File: config.mk
export PLATFORM = sky130hd
export DESIGN_NAME = mem_port_arbiter
export DESIGN_NICKNAME = d
export VERILOG_FILES = /design/src/rtl/mem_port_arbiter.sv
export SDC_FILE = /design/constraint.sdc
export NUM_CORES = 1
export LEC_CHECK = 0
export CAP_MARGIN = 15
export CORE_MARGIN = 10
export CORE_UTILIZATION = 34
export DETAILED_ROUTE_END_ITERATION = 10
export PLACE_DENSITY = 0.81
export RECOVER_POWER = 100
export SYNTH_ARGS = -nofsm -noshare
export SYNTH_HDL_FRONTEND = slang
export SYNTH_SLANG_ARGS = --single-unit
File: constraint.sdc
create_clock -name clk -period 1.8 [get_ports clk]
set_input_delay 0.18 -clock clk [delete_from_list [all_inputs] [get_ports clk]]
set_output_delay 0.18 -clock clk [all_outputs]
set_load 0.005 [all_outputs]
File: src/rtl/mem_port_arbiter.sv
// mem_port_arbiter: shares one single-port memory between instruction fetch and the MEM stage.
// Data wins ties until a streak of MAX_STREAK data grants forces a waiting fetch through.
module mem_port_arbiter #(
    parameter int ADDR_W     = 11,
    parameter int DATA_W     = 32,
    parameter int MAX_STREAK = 4
) (
    input  logic              clk,
    input  logic              reset,
    input  logic              if_req,
    input  logic [ADDR_W-1:0] if_addr,
    output logic              if_gnt,
    output logic              if_rvalid,
    output logic [DATA_W-1:0] if_rdata,
    input  logic              d_req,
    input  logic              d_we,
    input  logic [ADDR_W-1:0] d_addr,
    input  logic [DATA_W-1:0] d_wdata,
    output logic              d_gnt,
    output logic              d_rvalid,
    output logic [DATA_W-1:0] d_rdata,
    output logic [ADDR_W-1:0] mem_addr,
    output logic [DATA_W-1:0] mem_wdata,
    output logic              read_mem,
    output logic              write_mem,
    input  logic [DATA_W-1:0] mem_rdata
);
    typedef enum logic [1:0] {OWN_NONE, OWN_IF, OWN_D} owner_t;

    owner_t            r_owner, w_owner_nxt;
    logic [3:0]        r_streak, w_streak_nxt;
    logic [ADDR_W-1:0] r_addr;
    logic [DATA_W-1:0] r_wdata;

    // Grants are gated by reset so nothing reaches the memory while it is held.
    always_comb begin
        if_gnt       = reset & if_req & (~d_req | (r_streak == 4'(MAX_STREAK)));
        d_gnt        = reset & d_req & ~if_gnt;
        mem_addr     = if_gnt ? if_addr : d_gnt ? d_addr : r_addr;
        mem_wdata    = d_gnt ? d_wdata : r_wdata;
        read_mem     = if_gnt | (d_gnt & ~d_we);
        write_mem    = d_gnt & d_we;
        w_streak_nxt = (d_gnt & if_req) ? r_streak + 4'd1 : 4'd0;
        w_owner_nxt  = if_gnt ? OWN_IF : (d_gnt & ~d_we) ? OWN_D : OWN_NONE;
    end

    always_ff @(posedge clk or negedge reset) begin
        if (!reset) begin
            r_owner  <= OWN_NONE;
            r_streak <= 4'd0;
            r_addr   <= '0;
            r_wdata  <= '0;
        end else begin
            r_owner  <= w_owner_nxt;
            r_streak <= w_streak_nxt;
            r_addr   <= mem_addr;
            r_wdata  <= mem_wdata;
        end
    end

    assign if_rvalid = (r_owner == OWN_IF);
    assign d_rvalid  = (r_owner == OWN_D);
    assign if_rdata  = mem_rdata;
    assign d_rdata   = mem_rdata;
endmodule

==> run summary <==
most frequent CP cell: buf_4
Leak: 1.96 nW
CTS buffer count: 5
RePlAce Congestion: 0.729
CP max stage delay: 390 ps
fin util: 0.522
Cell Rows: 32
Tot Pwr: 3.02 mW
crit path DAT: 2100 ps
critical path type: reg -> out
largest family of logic cells by synthesized area: multiplexers
CP endpoint kind: output pin
Worst Slack Setup Final: -476 ps
post-synthesis mux area share: 0.275
Hold Slack: 360 ps
pwr/cell area: 751 nW/um2
crit-path cells: inv_1, ha_1, nand3b_1, buf_4, a21o_4, buf_12, buf_4, mux2_4, buf_6
Synth async-reset ratio: 1.00
nets: 391
layout cells sized above 1: 0.554
Root Driver: clkbuf_8
post-synth cell types: 20
Mapped Avg Cell Area: 13.4 um2
input/output buffers: 107
number of fill cells: 661
num ports: 204
max frequency: 439 MHz
Final Max Tran Viols: 0
R2R Path End: r_wdata[16]$_DFF_PN0_
largest net degree at the start of global routing: 28
CP bufs+invs: 5
CP Launch Point: r_streak[0]$_DFF_PN0_
core area: 7690 um2
failing checks: setup timing
worst hold path cell count: 0
Worst Path Required: 1620 ps
synthesis-to-layout area growth: 50.0%
critical path depth: 9
Hold Fails Final Rpt: 0
R2R cell count: 11
# diodes: 0
initial antenna violation count: 0
Clock Skews: 7.35 ps
clock-pin slew on the worst setup and hold paths: 90 ps
register area share after synthesis: 0.458
Adder-Cell Fraction of Synth Area: 0.00935
Vias: 1725
Crit path max-delay family: buffers and inverters
Initial DRC Count: 40
Post-Synth XOR/XNOR Area: 0.00654
CP Launch Type: flop
Overflow after GRT: 0
Antenna Violating Nets Remaining: 0
Final min period: 2280 ps
die area: 11800 um2
first-pass GRT wire length: 10900 um
dpl hpwl: 4870 um
min-delay src: mem_rdata[20]
Die Wd: 109 um
compound-cell area share of the yosys netlist: 0.00748
Seq cells post-synth: 49
Max-Cap Viols: 0
Pre-antenna DRT Iters: 3
Setup TNS: -19910 ps
# DRC: 0
slowest CP cell: dfrtp_1
cell count after synthesis: 200
RSZ-0062 raised after global routing: true
top area cells in the synthesized netlist: dfrtp_1 (46%), mux2_4 (19%), buf_4 (18%), mux2_2 (8.4%), buf_12 (1.5%)
Tot GR Track Use: 0.117
status: finished with violations
cell taking the most area after synthesis: dfrtp_1
worst slack, placed: -421 ps
Max IR drop VDD: 0.354 mV
syn_nets: 293
Clk Latency, worst-skew pair: 300 ps
die height: 109 um
Synth Area in Simple Gates: 0.0229
Starting Density: 0.348
Worst Tran Pin Value: 681 ps
Via density: 4.31
# clock sinks: 49
TritonCTS clock tree: yes
share of the synthesized area in the top cell type: 0.458
top-count cell post-synth: buf_4
WL per Instance: 17.5 um
Crit Reg-Reg Startpoint: r_streak[0]$_DFF_PN0_
EDFF count, synth: 0
Mapped Area: 2680 um2
Yosys warning count: 0
CTS max path bufs: 2
fin crit share: 1.26
htree depth: 2
Hold Path Class: in -> out
most common library cells after synthesis: buf_4 (65), dfrtp_1 (49), mux2_4 (34)
Final setup viols: 58
CP max FO: 5
R2R setup slack: -190 ps
final wirelength: 7010 um
Top FF cell, synth: dfrtp_1
slew margin rel.: 0.546
Setup crit end: mem_addr[9]
vias in the first global route: 2027
report_power, final:
group	switching, mW	internal (mW)	total (mW)
sequential	0.0417	1.25	1.29
clock	0.368	0.306	0.674
combinational	0.328	0.724	1.05
metrics by stage:
| step | cell area, um2 | cells |
|---|---|---|
| 2_1_floorplan | 2680 | 200 |
| 3_3_place_gp | 3470 | 353 |
| 3_5_place_dp | 3470 | 353 |
| 4_1_cts | 3960 | 397 |
| 5_1_grt | 4020 | 400 |
| 6_report | 4020 | 400 |
worst min-delay path by stage:
stage | end
CTS | d_rdata[11]
detailed placement | r_streak[3]$_DFF_PN0_
global route | d_rdata[27]
global placement | r_streak[2]$_DFF_PN0_
finish | d_rdata[20]
floorplan | r_addr[0]$_DFF_PN0_
layout make-up:
type | count | area [um2] | area share
timing repair buffer | 161 | 1640 | 0.408
clock buffer | 7 | 86.3 | 0.0215
sequential | 49 | 1230 | 0.305
tap | 102 | 128 | 0.0318
multi-input combinational | 74 | 907 | 0.226
inverter | 7 | 28.8 | 0.00717
cell usage in the layout, fill, tap and decap left out, drive strengths merged:
cell	count
clkbuf	13
nand2	2
a21o	1
dfrtp	49
nand3	1
mux2	54
buf	95
nor2	6
nand4	1
xor2	1
nor2b	2
ha	2
nand3b	1
dlygate4sd3	1
xnor2	1
clkdlybuf4s50	59
o21bai	1
inv	7
o21ai	1
routing by layer:
layer,vias up,GRT usage,routed length [um]
met5,-,0,0
met4,0,0.0433,166
met3,34,0.0655,837
met2,92,0.180,3260
met1,815,0.135,2740
li1,784,-,-
registers in the layout, summed over array words and instances (netlist names):
| signal | flops |
|---|---|
| r_wdata | 32 |
| r_owner | 2 |
| r_addr | 11 |
| r_streak | 4 |
cells by family after synthesis:
kind of cell / count (synthesis)
simple gates: 13
fa+ha+maj: 2
flops: 49
compound gates: 3
xor+xnor: 2
mux: 54
buf+inv: 77
what timing repair did:
action,CTS,global route
buffers inserted,34,6
hold buffers,1,0
hold endpoints to repair,35,0
pin swaps,2,2
resized for setup,240,14
setup endpoints to repair,47,69
gates cloned,2,1
Note: power is estimated with default switching activity, not from simulation.
